`config.mk`:
```
export PLATFORM = sky130hd
export DESIGN_NAME = pattern_1xx0_gen
export DESIGN_NICKNAME = d
export VERILOG_FILES = /design/src/rtl/pattern_pkg.sv /design/src/rtl/pattern_hold_buf.sv /design/src/rtl/pattern_1xx0_gen.sv
export SDC_FILE = /design/constraint.sdc
export NUM_CORES = 1
export LEC_CHECK = 0
export ABC_CLOCK_PERIOD_IN_PS = 4300
export BUFFER_PORTS_ARGS = -buffer_cell sky130_fd_sc_hd__buf_2
export CORE_UTILIZATION = 45
export CTS_CLUSTER_SIZE = 25
export DETAILED_ROUTE_END_ITERATION = 12
export GPL_TIMING_DRIVEN = 0
export PLACE_DENSITY = 0.73
export SLEW_MARGIN = 40
export SYNTH_ARGS = -nofsm -noshare
export SYNTH_HDL_FRONTEND = slang
export SYNTH_SLANG_ARGS = --single-unit
```
`constraint.sdc`:
```
create_clock -name clk -period 4.3 [get_ports clk]
set_clock_uncertainty 0.1 [all_clocks]
set_input_delay 0 -clock clk [delete_from_list [all_inputs] [get_ports clk]]
set_output_delay 0 -clock clk [all_outputs]
set_load 0.01 [all_outputs]
```
`src/rtl/pattern_pkg.sv`:
```
// Shared encoding for the 1XX0 pattern channel: FSM states and frame constants
// used by the generator and the detector.
package pattern_pkg;

  // Each state names the bit carried on the serial line during that cycle.
  typedef enum logic [2:0] {
    IDLE = 3'd0,
    B1   = 3'd1,
    BD1  = 3'd2,
    BD0  = 3'd3,
    B0   = 3'd4,
    GAPW = 3'd5
  } state_t;

  localparam int   FRAME_LEN = 4;
  localparam logic HDR       = 1'b1;
  localparam logic TRL       = 1'b0;

  function automatic logic is_frame_bit(input state_t s);
    return (s == B1) || (s == BD1) || (s == BD0) || (s == B0);
  endfunction

endpackage

```
`src/rtl/pattern_hold_buf.sv`:
```
// One-entry holding register between the payload handshake and the frame FSM.
// Transfer: in_valid && in_ready at a rising edge; in_ready means the entry is empty.
module pattern_hold_buf (
  input  logic       clk,
  input  logic       rst,
  input  logic       in_valid,
  input  logic [1:0] in_data,
  input  logic       take,
  output logic       in_ready,
  output logic       full,
  output logic [1:0] data,
  output logic       full_next
);

  logic accept;

  // Forced low while reset is held so no transfer can be claimed during reset.
  assign in_ready  = rst && !full;
  assign accept    = in_valid && in_ready;
  // take only happens while full and accept only while empty, so they never collide.
  assign full_next = accept || (full && !take);

  always_ff @(posedge clk or negedge rst) begin
    if (!rst) begin
      full <= 1'b0;
      data <= 2'b00;
    end else begin
      full <= full_next;
      if (accept) data <= in_data;
    end
  end

endmodule

```
`src/rtl/pattern_1xx0_gen.sv`:
```
// Serial 1XX0 frame transmitter: emits 1,d1,d0,0 per payload with GAP idle cycles after each frame.
// Define PAT_GEN_FRAME_CNT_EN to add the 16-bit wrapping frame_cnt output.
module pattern_1xx0_gen
  import pattern_pkg::*;
#(
  parameter int GAP   = 0,
  parameter int GAP_W = 4
) (
  input  logic       clk,
  input  logic       rst,
  input  logic       in_valid,
  input  logic [1:0] in_data,
  output logic       in_ready,
  output logic       y,
  output logic       y_valid,
  output logic       frame_done,
  output logic       busy
`ifdef PAT_GEN_FRAME_CNT_EN
  ,
  output logic [15:0] frame_cnt
`endif
);

  state_t             state_q, state_d;
  logic   [1:0]       shift_q, shift_d;
  logic   [GAP_W-1:0] gap_q, gap_d;
  logic               take;
  logic               buf_full, buf_full_next;
  logic   [1:0]       buf_data;
  logic               y_d, y_valid_d, frame_done_d, busy_d;

  pattern_hold_buf u_hold_buf (
    .clk       (clk),
    .rst       (rst),
    .in_valid  (in_valid),
    .in_data   (in_data),
    .take      (take),
    .in_ready  (in_ready),
    .full      (buf_full),
    .data      (buf_data),
    .full_next (buf_full_next)
  );

  always_comb begin
    state_d = state_q;
    shift_d = shift_q;
    gap_d   = gap_q;
    take    = 1'b0;
    case (state_q)
      IDLE: begin
        if (buf_full) begin
          state_d = B1;
          shift_d = buf_data;
          take    = 1'b1;
        end
      end
      B1:  state_d = BD1;
      BD1: state_d = BD0;
      BD0: state_d = B0;
      B0: begin
        if (GAP > 0) begin
          state_d = GAPW;
          gap_d   = GAP_W'(GAP);
        end else if (buf_full) begin
          // Back-to-back: next header follows the trailer with no bubble.
          state_d = B1;
          shift_d = buf_data;
          take    = 1'b1;
        end else begin
          state_d = IDLE;
        end
      end
      GAPW: begin
        gap_d = gap_q - GAP_W'(1);
        if (gap_q <= GAP_W'(1)) begin
          gap_d = '0;
          if (buf_full) begin
            state_d = B1;
            shift_d = buf_data;
            take    = 1'b1;
          end else begin
            state_d = IDLE;
          end
        end
      end
      default: state_d = IDLE;
    endcase
  end

  // Outputs are decoded from the next state so they can be registered alongside it.
  always_comb begin
    y_d = 1'b0;
    case (state_d)
      B1:      y_d = HDR;
      BD1:     y_d = shift_d[1];
      BD0:     y_d = shift_d[0];
      B0:      y_d = TRL;
      default: y_d = 1'b0;
    endcase
    y_valid_d    = is_frame_bit(state_d);
    frame_done_d = (state_d == B0);
    busy_d       = (state_d != IDLE) || buf_full_next;
  end

  always_ff @(posedge clk or negedge rst) begin
    if (!rst) begin
      state_q    <= IDLE;
      shift_q    <= 2'b00;
      gap_q      <= '0;
      y          <= 1'b0;
      y_valid    <= 1'b0;
      frame_done <= 1'b0;
      busy       <= 1'b0;
    end else begin
      state_q    <= state_d;
      shift_q    <= shift_d;
      gap_q      <= gap_d;
      y          <= y_d;
      y_valid    <= y_valid_d;
      frame_done <= frame_done_d;
      busy       <= busy_d;
    end
  end

`ifdef PAT_GEN_FRAME_CNT_EN
  always_ff @(posedge clk or negedge rst) begin
    if (!rst) frame_cnt <= 16'h0000;
    else if (frame_done) frame_cnt <= frame_cnt + 16'd1;
  end
`endif

endmodule
```
==> metrics.txt, run 1 <==
Synth Area in XOR/XNOR=1.14%; Syn Nets=73; Fill cells=139; Post-synth ARST share=100%; cts repair resizes=0; min Tclk post-route=1780 ps; vias per inst=5.40; GRT overflow=0; DRT antenna net count=0; Final period util=41.3%; ranking of synthesized cells by area=dfrtp_1 52%, nand2_1 3.4%, ha_1 3.2%; post-synthesis mux area share=8.44%; Synth top area share=51.9%; DRC viols=2; I/O Pins=10; Setup TNS=0 ps; Die ar.=1880 µm²; Avg Synthesized Cell Area=11.7 µm²; Final Wtd Congestion=0.759; Data arrival, critical path=1860 ps; post-synthesis adder-cell area fraction=3.25%; hold crit path type=input port to async pin; vias in the first global route=570; worst reg-to-reg path cell count=6; Worst EP required=4380 ps; global-route wire length before repair=2440 µm; number of synthesized flops with an enable pin=0; GRT Util Overall=18.1%; port bufs=9; Area Overhead vs Synth=18.3%; MaxCap Viol Count=0; Post-CTS Hold Fix Bufs=4; hpwl dp=895 µm; Comb pwr share=41.1%; main combinational cell family by area after synthesis=simple AND/OR/NAND/NOR gates; run status=finished, violations left; Synth Flop Type=dfrtp_1; final core utilization=58.5%; Longest Clk Path Bufs=2; leakage power=0.396 nW; share of power burned in registers=41.0%; starting density of the core=49.4%; Post-Synth Simple-Gate Area=20.8%; H-tree levels=1; largest net degree at the start of global routing=18; Antenna Cells=0; Synth area leader=dfrtp_1; post-CTS setup buffers=0; WHS=46.5 ps; critical path type=flop to flop; failing checks=DRC; CTS tree=built; RR Endpoint=shift_q[1]$_DFF_PN0_; synthesized cell area=771 µm²; power density cells=625 nW/µm²; YS warnings=0; Die Height=43.4 µm; worst slew pin tran=357 ps; clock share of power=17.9%; number of nets in the layout=91; Post-Syn Instances=66; Vias=535; sequential cell area fraction in the yosys report=51.9%; cell-internal power=0.372 mW; P_sw=0.198 mW; Setup crit start kind=flop; Distinct cells, synth=32; CP Max Fanout=5; mean routed wirelength per cell=13.7 µm; register bit total from synthesis=16; VDD IR-drop max=0.000385 V; DIE WIDTH=43.4 µm; layout cells sized above 1=30.1%; Iter 0 DRT Violations=11; cts bufs inserted=3; reg2reg start=gap_q[0]$_DFFE_PN0P_; Final setup violation count=0; wirelength, routed=1360 µm; compound-cell area share of the yosys netlist=10.6%; total clock sinks=16; CTS clock-pin slew for the worst setup and hold paths=100 ps; row count=14; sw frac=34.8%; multi-input logic area=340 µm²; Core Region=1560 µm²; CP endpoint kind=flop; register area=400 µm²; final hold vios=0; worst-skew pair later-pin latency=290 ps; RSZ-0062 raised after global routing=false; Fmax achieved=563 MHz; Rel. slew slack=76.2%; initial antenna violation count=0; max-slew violation count=0; clock root buffer=clkbuf_4; worst reg-to-reg setup slack=2520 ps; DRT Pass-1 Iters=8
## synthesized netlist by cell type, types with 2 or more instances
cell type,n
dfrtp_1,16
nand2_1,7
o21ai_0,4
buf_6,2
ha_1,2
inv_1,2
mux2_1,2
mux2_2,2
mux2i_1,2
nand3_1,2
nor2_1,2
nor3b_1,2
o31a_1,2
## area by class of cell
class                           instances  share of cell area (%)
Buffer                                  2                    2.47
Tap cell                               16                    2.19
Inverter                                2                   0.823
Clock buffer                            4                    3.98
Sequential cell                        16                    43.9
Timing Repair Buffer                   13                    9.33
Multi-Input combinational cell         46                    37.3
## registers in the layout (all words and copies together) (netlist names)
name,flops
u_hold_buf.data,2
u_hold_buf.full,1
y,1
frame_done,1
state_q,3
busy,1
gap_q,4
y_valid,1
shift_q,2
## logic make-up (layout without fill, tap and decap cells)
family          count (synthesis)  count (layout)
simple gates                   25              25
flops                          16              16
compound gates                 12              12
mux                             6               6
buf+inv                         4              21
fa+ha+maj                       2               2
xor+xnor                        1               1
## power by group through the flow
| stage | Clock, mW | Sequential [mW] | Combinational (mW) |
|---|---|---|---|
| finish | 0.102 | 0.234 | 0.234 |
| global route | 0.106 | 0.243 | 0.257 |
| CTS | 0.101 | 0.235 | 0.236 |
| detailed placement | 0 | 0.237 | 0.230 |
| global placement | 0 | 0.236 | 0.224 |
| floorplan | 0 | 0.241 | 0.171 |
## per-stage QoR
stage	area [µm²]	total power, mW	cells	setup slack [ps]
after floorplan	771	0.412	66	2690
after global placement	836	0.460	91	2560
after detailed placement	836	0.467	91	2530
after CTS	912	0.571	99	2510
after global routing	912	0.606	99	2430
final	912	0.570	99	2520
## per-layer routing
| layer | wire, µm | GRT usage (%) | vias up |
|---|---|---|---|
| li1 | - | - | 270 |
| met1 | 620 | 22.3 | 249 |
| met5 | 0 | 0 | - |
| met2 | 657 | 29.4 | 12 |
| met3 | 47 | 2.92 | 4 |
| met4 | 29 | 11.9 | 0 |
## worst max-delay path, cell delays in order (launching register included)
cell and delay [ps]:
dfrtp_1 430, inv_1 60, ha_1 230, nor2_2 130, nor3_1 80, a31oi_1 280, mux2_1 350
## cell usage in the layout (no fill, tap or decap), types with 2 or more instances in the layout
master and count:
nand2_1 7, nand3_1 2, ha_1 2, mux2i_1 2, dlygate4sd3_1 4, mux2_1 2, inv_1 2, o31a_1 2
nor2_1 2, o21ai_0 4, buf_2 9, dfrtp_1 16, clkbuf_4 3, nor3b_1 2, mux2_2 2, buf_6 2
## worst max path at each step
stage,from,end,slack (ps),cells past startpoint
CTS,gap_q[0]$_DFFE_PN0P_,shift_q[1]$_DFF_PN0_,2510,6
global placement,gap_q[0]$_DFFE_PN0P_,shift_q[0]$_DFF_PN0_,2560,6
detailed placement,gap_q[0]$_DFFE_PN0P_,shift_q[1]$_DFF_PN0_,2530,6
global route,gap_q[0]$_DFFE_PN0P_,shift_q[0]$_DFF_PN0_,2430,6
finish,gap_q[0]$_DFFE_PN0P_,shift_q[1]$_DFF_PN0_,2520,6
floorplan,gap_q[0]$_DFFE_PN0P_,shift_q[0]$_DFF_PN0_,2690,6
Note: power is estimated with default switching activity, not from simulation.
==> inputs of run 2 (changes only) <==
- ABC_CLOCK_PERIOD_IN_PS: 4300 -> 1760
- clock period: 4.3 -> 1.76 ns (I/O delays scaled with it)
==> run 2 against run 1 <==
Compared with the run above: the run still ends with DRC left; global-route usage unchanged; sequential share of layout area fell by 1.5 points; non-clock buffer count grew 1; routed wire length grew 4.3%; total power is 140% higher; sequential power rose by 140%; worst hold slack worse by 2.5 ps; critical path depth is the same; worst setup slack got worse by 2500 ps; via count grew 1.7%; register-to-register slack worse by 2500 ps; critical endpoint unchanged.
==> metrics.txt, run 2 (synthesized netlist as in run 1, its figures left out) <==
run status=finished, violations left; failing checks=DRC; commonest cells after routing, fill and taps aside=16 x dfrtp_1, 9 x buf_2, 7 x nand2_1; DRT Pass-1 Iters=10; VDD IR-drop max=0.000968 V; Fmax achieved=582 MHz; RR Endpoint=shift_q[1]$_DFF_PN0_; GRT Util Overall=18.1%; layout cells sized above 1=35.7%; Final Wtd Congestion=0.759; max incr delay on CP=410 ps; reg2reg start=gap_q[0]$_DFFE_PN0P_; total clock sinks=16; Rel. slew slack=76.2%; min Tclk post-route=1720 ps; Inst Count DP=91; critical path type=flop to flop; Setup TNS=0 ps; commonest non-fill, non-tap cell in the layout=dfrtp_1; Die Height=43.4 µm; CTS tree=built; Final period util=97.6%; hold crit path type=input port to async pin; vias in the first global route=570; max reg flops=4; Setup crit start kind=flop; crit-path cells=inv_1 -> ha_4 -> nor2_4 -> nor3_2 -> a31oi_1 -> mux2_1; CTS clock-pin slew for the worst setup and hold paths=90 ps; starting density of the core=49.4%; wirelength, routed=1410 µm; port bufs=9; worst reg-to-reg setup slack=40 ps; worst reg-to-reg path cell count=6; Die ar.=1880 µm²; Data arrival, critical path=1800 ps; clock root buffer=clkbuf_4; number of nets in the layout=92; Area Overhead vs Synth=22.6%; final hold vios=0; Antenna Cells=0; DRC viols=2; most flop-heavy register=gap_q; Worst EP required=1850 ps; Final setup violation count=0; Iter 0 DRT Violations=24; largest registers=gap_q x4, state_q x3; mean routed wirelength per cell=14.1 µm; largest net degree at the start of global routing=18; worst slew pin tran=357 ps; I/O Pins=10; global-route wire length before repair=2440 µm; CP max stage cell=dfrtp_1; vias per inst=5.44; DRT antenna net count=0; row count=14; H-tree levels=1; DIE WIDTH=43.4 µm; GRT overflow=0; CP endpoint kind=flop; worst-skew pair later-pin latency=300 ps; MaxCap Viol Count=0; max-slew violation count=0; cts bufs inserted=3; Longest Clk Path Bufs=2; Vias=544; CP Max Fanout=4; hpwl dp=895 µm; initial antenna violation count=0; Core Region=1560 µm²; post-route insts no fill=100; leakage power=0.402 nW; power density cells=1480 nW/µm²
## run 2: metrics by stage
stage | utilization, % | instance area, µm² | power, mW | hold slack (ps) | worst slack (ps)
floorplan | - | 771 | 1.01 | -396 | 147
global placement | 53.6 | 836 | 1.12 | -171 | 21.3
detailed placement | 53.6 | 836 | 1.14 | -167 | -14.8
CTS | 58.5 | 912 | 1.40 | 58.8 | 17.8
global route | 60.6 | 945 | 1.50 | 78.3 | -6.38
finish | 60.6 | 945 | 1.40 | 44.1 | 43.0
## run 2: worst max-delay path, delay by kind of cell, from the launching register on
family	cells	cell delay, ps
buffers and inverters	1	90
DFF	1	410
AOI/OAI and AO/OA	1	290
adders and majority gates	1	180
muxes	1	360
and+or+nand+nor	2	180
## run 2: routing by layer
metal	wire, µm	GRT usage (%)	part of all wire, %
met5	0	0	0
met4	46	11.9	3.3
met3	53	2.92	3.7
met2	698	29.4	49
met1	615	22.3	43
## run 2: repair_timing
action | in CTS | in global routing
buffers inserted | 0 | 1
hold endpoints to repair | 20 | 0
hold buffers | 4 | 0
gates resized for setup | 0 | 6
setup endpoints to repair | 2 | 3
gates cloned | 0 | 0
pin swaps | 1 | 2
## run 2: how the worst max path moves through the flow
| stage | startpoint | end | slack (ps) | cells after the start |
|---|---|---|---|---|
| floorplan | gap_q[0]$_DFFE_PN0P_ | shift_q[0]$_DFF_PN0_ | 150 | 6 |
| global placement | gap_q[0]$_DFFE_PN0P_ | shift_q[0]$_DFF_PN0_ | 20 | 6 |
| detailed placement | gap_q[0]$_DFFE_PN0P_ | shift_q[1]$_DFF_PN0_ | -10 | 6 |
| CTS | gap_q[0]$_DFFE_PN0P_ | shift_q[1]$_DFF_PN0_ | 20 | 6 |
| global route | gap_q[0]$_DFFE_PN0P_ | shift_q[0]$_DFF_PN0_ | -6 | 6 |
| finish | gap_q[0]$_DFFE_PN0P_ | shift_q[1]$_DFF_PN0_ | 40 | 6 |
## run 2: area by class of cell
class / count / area [µm²]
tap: 16 / 20.0
timing repair buffer: 14 / 92.6
fill: 132 / 614
inverter: 2 / 7.51
sequential: 16 / 400
buffer: 2 / 22.5
multi-input combinational: 46 / 365
clock buffer: 4 / 36.3
## run 2: power by group
group,switching (mW),internal (mW)
logic,0.293,0.280
registers,0.0714,0.501
clock network,0.124,0.126
==> inputs of run 3 (changes only) <==
- CELL_PAD_IN_SITES_DETAIL_PLACEMENT: default -> 1
- CELL_PAD_IN_SITES_GLOBAL_PLACEMENT: default -> 2
- CORE_UTILIZATION: 45 -> 36
- PLACE_DENSITY: 0.73 -> 0.83
==> run 3 against run 2 <==
Compared with the run above: cell area up 3.6%; cell count up 14%; largest cell class unchanged; via count up 5.5%; highest routed layer unchanged; worst setup slack better by 43 ps; combinational power up 3%; critical path type unchanged; the run now ends clean; clock power about the same.
==> metrics.txt, run 3 (synthesized netlist as in run 1, its figures left out) <==
critical path type=flop to flop; clock root buffer=clkbuf_4; number of nets in the layout=95; largest registers=gap_q x4, state_q x3; Final Wtd Congestion=0.663; hold crit path type=input port to async pin; Fill cells=220; largest net degree at the start of global routing=18; leakage power=0.418 nW; H-tree levels=1; DRC viols=0; Fmax achieved=597 MHz; commonest cells after routing, fill and taps aside=16 x dfrtp_1, 9 x buf_2, 7 x nand2_1; vias in the first global route=576; reg2reg start=gap_q[1]$_DFFE_PN0P_; starting density of the core=38.9%; vias per inst=5.04; CP endpoint kind=flop; WHS=41.9 ps; Antenna Cells=0; I/O Pins=10; Die Height=48.3 µm; min Tclk post-route=1670 ps; layout cells sized above 1=37.9%; RR Endpoint=y$_DFF_PN0_; total clock sinks=16; GRT overflow=0; DRT antenna net count=0; Final Total Pwr=1.42 mW; power density cells=1450 nW/µm²; final hold vios=0; hpwl dp=1030 µm; DP Area=850 µm²; Vias=574; max-slew violation count=0; Worst EP required=1840 ps; worst reg-to-reg setup slack=90 ps; VDD IR-drop max=0.000739 V; run status=complete, no violations; cts bufs inserted=3; MaxCap Viol Count=0; mean routed wirelength per cell=13.0 µm; Die ar.=2330 µm²; Rel. slew slack=76.1%; row count=16; CP Max Fanout=3; port bufs=9; CTS tree=built; Final setup violation count=0; most flop-heavy register=gap_q; CTS clock-pin slew for the worst setup and hold paths=100 ps; worst reg-to-reg path cell count=7; Iter 0 DRT Violations=1; Area Overhead vs Synth=26.9%; DRT Pass-1 Iters=3; Setup crit start kind=flop; DIE WIDTH=48.3 µm; Final Instance Area=978 µm²; Final period util=95.1%; max reg flops=4; GRT Util Overall=15.5%; Core Region=1980 µm²; Data arrival, critical path=1750 ps; worst slew pin tran=358 ps; global-route wire length before repair=2420 µm; worst-skew pair later-pin latency=280 ps; wirelength, routed=1480 µm; commonest non-fill, non-tap cell in the layout=dfrtp_1; Longest Clk Path Bufs=2; initial antenna violation count=0
## run 3: repair_timing
item / in CTS / in global routing
cloned: 0 / 0
setup buffers: 2 / 2
hold endpoints to repair: 20 / 0
endpoints found under the setup margin: 2 / 3
hold buffers: 4 / 0
resized for setup: 1 / 4
pin swaps: 2 / 1
## run 3: worst max path at each step
stage	slack (ps)	depth (start not counted)	to	start
CTS	2	6	shift_q[1]$_DFF_PN0_	gap_q[0]$_DFFE_PN0P_
global placement	-7	6	shift_q[0]$_DFF_PN0_	gap_q[0]$_DFFE_PN0P_
global route	-20	7	y$_DFF_PN0_	gap_q[1]$_DFFE_PN0P_
floorplan	150	6	shift_q[0]$_DFF_PN0_	gap_q[0]$_DFFE_PN0P_
detailed placement	-50	6	shift_q[1]$_DFF_PN0_	gap_q[0]$_DFFE_PN0P_
finish	90	7	y$_DFF_PN0_	gap_q[1]$_DFFE_PN0P_
## run 3: critical path, stage by stage, from the launching register on
cell and delay, ps:
dfrtp_1 410, inv_1 90, ha_2 220, nor2_4 60, o31a_1 240, o31a_1 280
a21oi_2 130, nor3_2 40
## run 3: report_power, final
part	switching (mW)	total, mW	leakage, nW	internal [mW]
Sequential	0.0791	0.580	0.200	0.501
Combinational	0.298	0.588	0.197	0.290
Clock	0.121	0.247	0.0210	0.126
Total	0.498	1.42	0.418	0.917
## run 3: through the flow
step	setup WS (ps)	setup TNS, ps	std cells	utilization, %
detailed placement	-51.3	-96.5	102	42.9
CTS	1.95	0	112	47.6
global placement	-7.20	-12.9	102	42.9
finish	86.1	0	114	49.4
global route	-18.2	-18.2	114	49.4
floorplan	147	0	66	-
## run 3: routing by layer
layer	vias to the layer above	global-route usage, %	wire length (µm)
met4	0	6.67	15
met2	10	25.1	726
met5	-	0	0
met1	286	19.3	691
li1	276	-	-
met3	2	4.44	45
## run 3: final cells by class
type | instances | area, µm² | area share, %
Inverter | 2 | 7.51 | 0.767
Clock buffer | 4 | 36.3 | 3.71
Tap cell | 27 | 33.8 | 3.45
Timing Repair Buffer | 17 | 115 | 11.8
Sequential cell | 16 | 400 | 40.9
Multi-Input combinational cell | 46 | 363 | 37.1
Buffer | 2 | 22.5 | 2.30
